`src/rtl/hazard_sb.sv`:
```
// Hazard unit for the dual-ISA 5-stage core. It keeps a shadow scoreboard of
// the destination tags in flight in E/M/W. From that state it drives forwarding,
// load-use stalls, redirect flushes and the data-memory wait freeze.
module hazard_sb #(
    parameter int REG_W    = 5,
    parameter int MEM_LAT  = 1,
    parameter int ZERO_REG = 1
) (
    input  logic             clk,
    input  logic             rst,
    input  logic [REG_W-1:0] Rs1D,
    input  logic [REG_W-1:0] Rs2D,
    input  logic [REG_W-1:0] RdD,
    input  logic             RegWriteD,
    input  logic             LoadD,
    input  logic             MemAccessD,
    input  logic [REG_W-1:0] Rs1E,
    input  logic [REG_W-1:0] Rs2E,
    input  logic             RedirectE,
    output logic             StallF,
    output logic             StallD,
    output logic             StallE,
    output logic             StallM,
    output logic             FlushD,
    output logic             FlushE,
    output logic             FlushW,
    output logic [1:0]       ForwardAE,
    output logic [1:0]       ForwardBE
);

    localparam int CNT_W = $clog2(MEM_LAT) + 1;

    typedef struct packed {
        logic [REG_W-1:0] rd;
        logic             wr;
        logic             ld;
        logic             mem;
    } tag_t;

    tag_t             tag_e_q, tag_e_d;
    tag_t             tag_m_q, tag_m_d;
    tag_t             tag_w_q, tag_w_d;
    logic [CNT_W-1:0] cnt_q, cnt_d;
    logic             freeze_s;
    logic             loaduse_s;

    function automatic logic tag_match(input logic [REG_W-1:0] s, input tag_t t);
        return t.wr && (s == t.rd) && !((ZERO_REG != 0) && (s == {REG_W{1'b0}}));
    endfunction

    function automatic logic [1:0] fwd_sel(input logic [REG_W-1:0] s, input tag_t tm, input tag_t tw);
        if (tag_match(s, tm) && !tm.ld) begin
            return 2'b10;
        end else if (tag_match(s, tw)) begin
            return 2'b01;
        end else begin
            return 2'b00;
        end
    endfunction

    // With single-cycle memory there is no wait, so the counter compare is elided.
    generate
        if (MEM_LAT > 1) begin : g_wait
            assign freeze_s = tag_m_q.mem && (cnt_q < CNT_W'(MEM_LAT - 1));
        end else begin : g_nowait
            assign freeze_s = 1'b0;
        end
    endgenerate

    assign loaduse_s = tag_e_q.ld && (tag_match(Rs1D, tag_e_q) || tag_match(Rs2D, tag_e_q));

    // Stall/flush priority: freeze, then redirect, then load-use.
    always_comb begin
        StallF = 1'b0;
        StallD = 1'b0;
        StallE = 1'b0;
        StallM = 1'b0;
        FlushD = 1'b0;
        FlushE = 1'b0;
        FlushW = 1'b0;
        if (freeze_s) begin
            StallF = 1'b1;
            StallD = 1'b1;
            StallE = 1'b1;
            StallM = 1'b1;
            FlushW = 1'b1;
        end else if (RedirectE) begin
            FlushD = 1'b1;
            FlushE = 1'b1;
        end else if (loaduse_s) begin
            StallF = 1'b1;
            StallD = 1'b1;
            FlushE = 1'b1;
        end else begin
            FlushW = 1'b0;
        end
    end

    // Operand forwarding select; M wins over W.
    always_comb begin
        ForwardAE = fwd_sel(Rs1E, tag_m_q, tag_w_q);
        ForwardBE = fwd_sel(Rs2E, tag_m_q, tag_w_q);
    end

    // Next scoreboard state: a freeze holds E/M and drains a bubble into W.
    always_comb begin
        tag_e_d = tag_e_q;
        tag_m_d = tag_m_q;
        tag_w_d = tag_w_q;
        cnt_d   = cnt_q;
        if (freeze_s) begin
            tag_w_d = '0;
            cnt_d   = cnt_q + CNT_W'(1);
        end else begin
            tag_w_d = tag_m_q;
            tag_m_d = tag_e_q;
            cnt_d   = '0;
            if (FlushE) begin
                tag_e_d = '0;
            end else begin
                tag_e_d = '{rd: RdD, wr: RegWriteD, ld: LoadD, mem: MemAccessD};
            end
        end
    end

    // Scoreboard and wait-counter registers.
    always_ff @(posedge clk or posedge rst) begin
        if (rst) begin
            tag_e_q <= '0;
            tag_m_q <= '0;
            tag_w_q <= '0;
            cnt_q   <= '0;
        end else begin
            tag_e_q <= tag_e_d;
            tag_m_q <= tag_m_d;
            tag_w_q <= tag_w_d;
            cnt_q   <= cnt_d;
        end
    end

endmodule

```
`config.mk`:
```
export PLATFORM = sky130hd
export DESIGN_NAME = hazard_sb
export DESIGN_NICKNAME = d
export VERILOG_FILES = /design/src/rtl/hazard_sb.sv
export SDC_FILE = /design/constraint.sdc
export NUM_CORES = 1
export LEC_CHECK = 0
export ABC_CLOCK_PERIOD_IN_PS = 1830
export BUFFER_PORTS_ARGS = -buffer_cell sky130_fd_sc_hd__buf_2
export CORE_MARGIN = 8
export CORE_UTILIZATION = 47
export DETAILED_ROUTE_END_ITERATION = 10
export GPL_TIMING_DRIVEN = 0
export PLACE_DENSITY = 0.78
export SETUP_SLACK_MARGIN = 0.3
export SLEW_MARGIN = 20
export SYNTH_ARGS = -nofsm -noshare
export SYNTH_HDL_FRONTEND = slang
export SYNTH_SLANG_ARGS = --single-unit
```
`constraint.sdc`:
```
create_clock -name clk -period 1.83 [get_ports clk]
set_input_delay 0.0915 -clock clk [delete_from_list [all_inputs] [get_ports clk]]
set_output_delay 0.0915 -clock clk [all_outputs]
set_load 0.005 [all_outputs]
```
# Word level (Yosys, flattened, before mapping)
# Cells that the tools add are included.
dict set report totals {
  out_inout_bits 11
  mem_bits_rw 0
  n_memories 0
  latch_bits 0
  rom_bits 0
  reg_bits 20
}
dict set report op_classes {
  shift 0
  n_bitwise 0
  reduce_logical 25
  n_lt_le_gt_ge 0
  n_div 0
  mux 9
  eq_ne 6
  mul 0
  add_sub_neg 0
}
# cell n
set op_table {}
lappend op_table {{$eq A5 B5 Y1} 6}
lappend op_table {{$logic_not A5 Y1} 4}
lappend op_table {{$logic_and A1 B1 Y1} 15}
lappend op_table {{$mux W8} 1}
lappend op_table {{$mux W1} 6}
lappend op_table {{$logic_not A1 Y1} 5}
lappend op_table {{$mux W2} 2}
lappend op_table {{$logic_or A1 B1 Y1} 1}

# Longest topological paths before layout
dict set report logic_depth {
  depth_word 8
  mapped_depth 5
}

# Worst setup path before layout
# Ideal clock, no wire load.
dict set report synth_timing {
  kind {reg2out}
  from {reg tag_e_q[7] (netlist name)}
  to {out StallF}
  t_required_ns 1.738
  path_buffers 1
  setup_slack_ns 0.211
  path_stages_with_launch 6
  arrival_time_ns 1.527
  cell_sequence {dfrtp_1 nor2_1 o41ai_1 a2111oi_2 o21ba_2 buf_4}
}
dict set report synth_between {
  elab_chain_cells 7
  elab_cells_between_ends 10
}
# element line
set synth_rtl {}
lappend synth_rtl {{from (decl)} 40} ;# tag_t tag_e_q, tag_e_d;
lappend synth_rtl {{from (signal assigned)} 134} ;# tag_e_q <= tag_e_d;
lappend synth_rtl {{$eq A5 B5 Y1} 48} ;# return t.wr && (s == t.rd) && !((ZERO_REG != 0) && (s == {REG_W{1'b0}}));
lappend synth_rtl {{$logic_and A1 B1 Y1 (2 in series)} 48}
lappend synth_rtl {{$logic_or A1 B1 Y1 *} 70} ;# assign loaduse_s = tag_e_q.ld && (tag_match(Rs1D, tag_e_q) || tag_match(Rs2D, tag_e_q));
lappend synth_rtl {{$logic_and A1 B1 Y1 *} 70}
lappend synth_rtl {{$mux W1 * (2 in series)} -}
lappend synth_rtl {{to (decl)} 20} ;# output logic StallF,
# Every way passes the cells marked *; elsewhere a longest branch is shown, timed or not.

# Worst setup path in the final report
dict set report layout_timing {
  from {reg tag_e_q[4] (netlist name)}
  to {out FlushE}
}
dict set report layout_between {
  elab_chain_cells 7
  elab_cells_between_ends 10
}
# element line
set layout_rtl {}
lappend layout_rtl {{$eq A5 B5 Y1} 48}
lappend layout_rtl {{$logic_and A1 B1 Y1 (2 in series)} 48}
lappend layout_rtl {{$logic_or A1 B1 Y1 *} 70}
lappend layout_rtl {{$logic_and A1 B1 Y1 *} 70}
lappend layout_rtl {{$mux W1 *} 90} ;# end else if (loaduse_s) begin
lappend layout_rtl {{$mux W1 *} 87} ;# end else if (RedirectE) begin
lappend layout_rtl {{to (decl)} 25} ;# output logic FlushE,
# Marked as above.

==> flow_metrics.py <==
metrics = {
    "clocking": {
        "clk_pin_slew_ps": 120,
        "cts_tree": "yes",
        "clockBufferDepth": 2,
        "ctsRootBufferMaster": "clkbuf_4",
        "cts_max_level": 1,
        "clock_latency_ps": 300,
        "cts_buffers": 3,
        "cts.sinks": 20,
    },
    "critical_path": {
        "rrSetupSlack_ps": -10,
        "worstPathRequired_ps": 1740,
        "arrival_ps": 1940,
        "start_kind": "flop",
        "end_kind": "primary output",
        "r2r_start": "tag_e_q[4]$_DFF_PP0_",
        "worstSetupStartpoint": "tag_e_q[4]$_DFF_PP0_",
        "cp_max_fo": 4,
        "critPathKind": "flop to primary output",
    },
    "synth": {
        "yosysUniqueCellTypes": 27,
        "synth-async-reset-ratio": 1.00,
        "syn_inst": 96,
        "ys_ff_latch": 20,
        "ys.flop_type": "dfrtp_1",
        "yosys_warnings": 0,
        "synth_edf_count": 0,
        "ys_seq_area_frac": 0.474,
        "syn_area_per_cell_sq_um": 11.0,
        "syn_area_sq_um": 1060,
    },
    "die": {
        "start_util": 0.487,
        "dieArea_sq_um": 4020,
        "die_x_um": 63.4,
        "io-pin-count": 42,
        "coreArea_sq_um": 2170,
        "rows": 17,
        "die_h_um": 63.4,
    },
    "timing": {
        "skew_ps": 11.2,
        "rsz0062_at_grt": "yes",
        "period_share": 1.11,
        "fin_tns_setup_ps": -531,
        "min_period_ps": 2040,
        "tightest_slew_ps": 716,
        "max_freq_ghz": 0.491,
        "setup_viol": 4,
        "slew_violations": 0,
        "timing.final.hold_violations": 0,
        "relSlewSlack": 0.522,
        "whs_ps": 34.5,
        "fin_ws_ps": -206,
    },
    "run_status": {
        "outcome": "finished, violations left",
        "violations": "setup timing",
    },
    "grt": {
        "grt_start_max_net_pins": 21,
        "grtUsageTotal": 0.131,
        "overflow": 0,
        "antenna_found_initial": 0,
        "grt_pass1_vias": 1018,
        "grt_pass1_wl_um": 4420,
    },
    "layout": {
        "layout_common_cells": "35 x buf_2, 20 x xnor2_1, 20 x dfrtp_1",
        "utilization": 0.701,
        "multi_input_area_sq_um": 586,
        "nets": 182,
        "seqCellArea_sq_um": 500,
        "stdcell_count": 178,
        "layout_commonest_cell": "buf_2",
        "design_area_sq_um": 1520,
        "area_growth_pct": 44.0,
        "fillers": 172,
        "final_layout_size_suffix_gt1_frac": 0.453,
        "n_antenna_cell": 0,
    },
    "power": {
        "leakagePower_nw": 0.695,
        "peakVddDrop_v": 0.000504,
        "p_total_mw": 1.03,
        "cellPowerDensity_nw_per_um2": 675,
    },
    "placed_design": {
        "numPortBuffers": 36,
        "dp_cells": 162,
        "routabilityCongestion": 0.867,
        "dp_hpwl_um": 1930,
        "pre_cts_slack_ps": 14.7,
        "placed_cell_area_sq_um": 1290,
    },
    "route": {
        "route.detailed.drc": 0,
        "drt_iter0_markers": 47,
        "wl_per_cell_um": 15.3,
        "num_vias": 901,
        "drtAntennaViolNets": 0,
        "dr.pass1.iters": 4,
        "routed_wl_um": 2730,
        "vias_per_cell": 5.06,
    },
    "min_path": {
        "hold_path.class": "input pin to flop",
        "worstHoldStart": "RdD[0]",
    },
    "flow_run": {
        "max_cap_viol_count": 0,
    },
}
==> sequential cells by signal, summed over array words and instances (netlist names) <==
signal / flops
tag_e_q: 7
tag_m_q: 7
tag_w_q: 6
==> worst max-delay path, cell delays in order (launching register included) <==
cell and delay, ps:
dfrtp_1 430, or4_4 540, a21oi_4 160, nor4_4 80
or3_1 310, buf_2 130
==> timing repair <==
| action | CTS | global route |
|---|---|---|
| pin swaps | 10 | 5 |
| setup buffers | 10 | 1 |
| setup endpoints to repair | 13 | 14 |
| hold endpoints to repair | 20 | 0 |
| hold buffers | 1 | 0 |
| gates resized for setup | 11 | 3 |
==> per-layer routing <==
layer,vias to the layer above,share of wire,track usage
li1,442,-,-
met1,424,0.39,0.134
met2,35,0.52,0.240
met3,0,0.081,0.0495
met4,0,0,0.0390
met5,-,0,0
==> cell usage after synthesis, types with 2 or more instances <==
cell type / number / area, sq um
xnor2_1: 23 / 201
dfrtp_1: 20 / 500
nor4b_1: 8 / 70.1
buf_4: 5 / 37.5
nand2_1: 5 / 18.8
inv_1: 4 / 15.0
nor2_1: 4 / 15.0
nand4_1: 3 / 18.8
or4_1: 3 / 22.5
nand3_1: 2 / 10.0
nor4_1: 2 / 12.5
xor2_1: 2 / 17.5
==> final timing paths <==
| check | end | cells past startpoint |
|---|---|---|
| setup / recovery | FlushE | 5 |
| hold / removal | tag_e_q[3]$_DFF_PP0_ | 2 |
| setup reg to reg | tag_e_q[7]$_DFF_PP0_ | 6 |
| hold reg to reg | tag_w_q[2]$_DFF_PP0_ | 0 |
| max in group asynchronous | tag_e_q[6]$_DFF_PP0_ | 3 |
| min in group asynchronous | tag_m_q[6]$_DFF_PP0_ | 3 |
==> layout make-up <==
class,instances,share of cell area
well taps,28,0.0230
inverters,4,0.00988
multi-input cells,68,0.385
plain buffers,6,0.0296
repair buffers,48,0.188
clock inverters,1,0.0198
flip-flops and latches,20,0.329
clock buffers,3,0.0148
==> power by group <==
group | switching (mW) | internal [mW] | total, mW
Sequential | 0.0210 | 0.465 | 0.486
Clock | 0.131 | 0.221 | 0.353
Combinational | 0.0858 | 0.103 | 0.189
Total | 0.238 | 0.789 | 1.03
==> cells by family (layout without fill, tap and decap cells) <==
family / after synthesis / after routing / share of synthesized area
other cells: 1 / 3 / 0.00355
compound gates: 7 / 7 / 0.0628
buf+inv: 10 / 62 / 0.0533
simple gates: 33 / 33 / 0.199
flops: 20 / 20 / 0.474
xor+xnor: 25 / 25 / 0.207
Power figures use the tool's default switching activity.
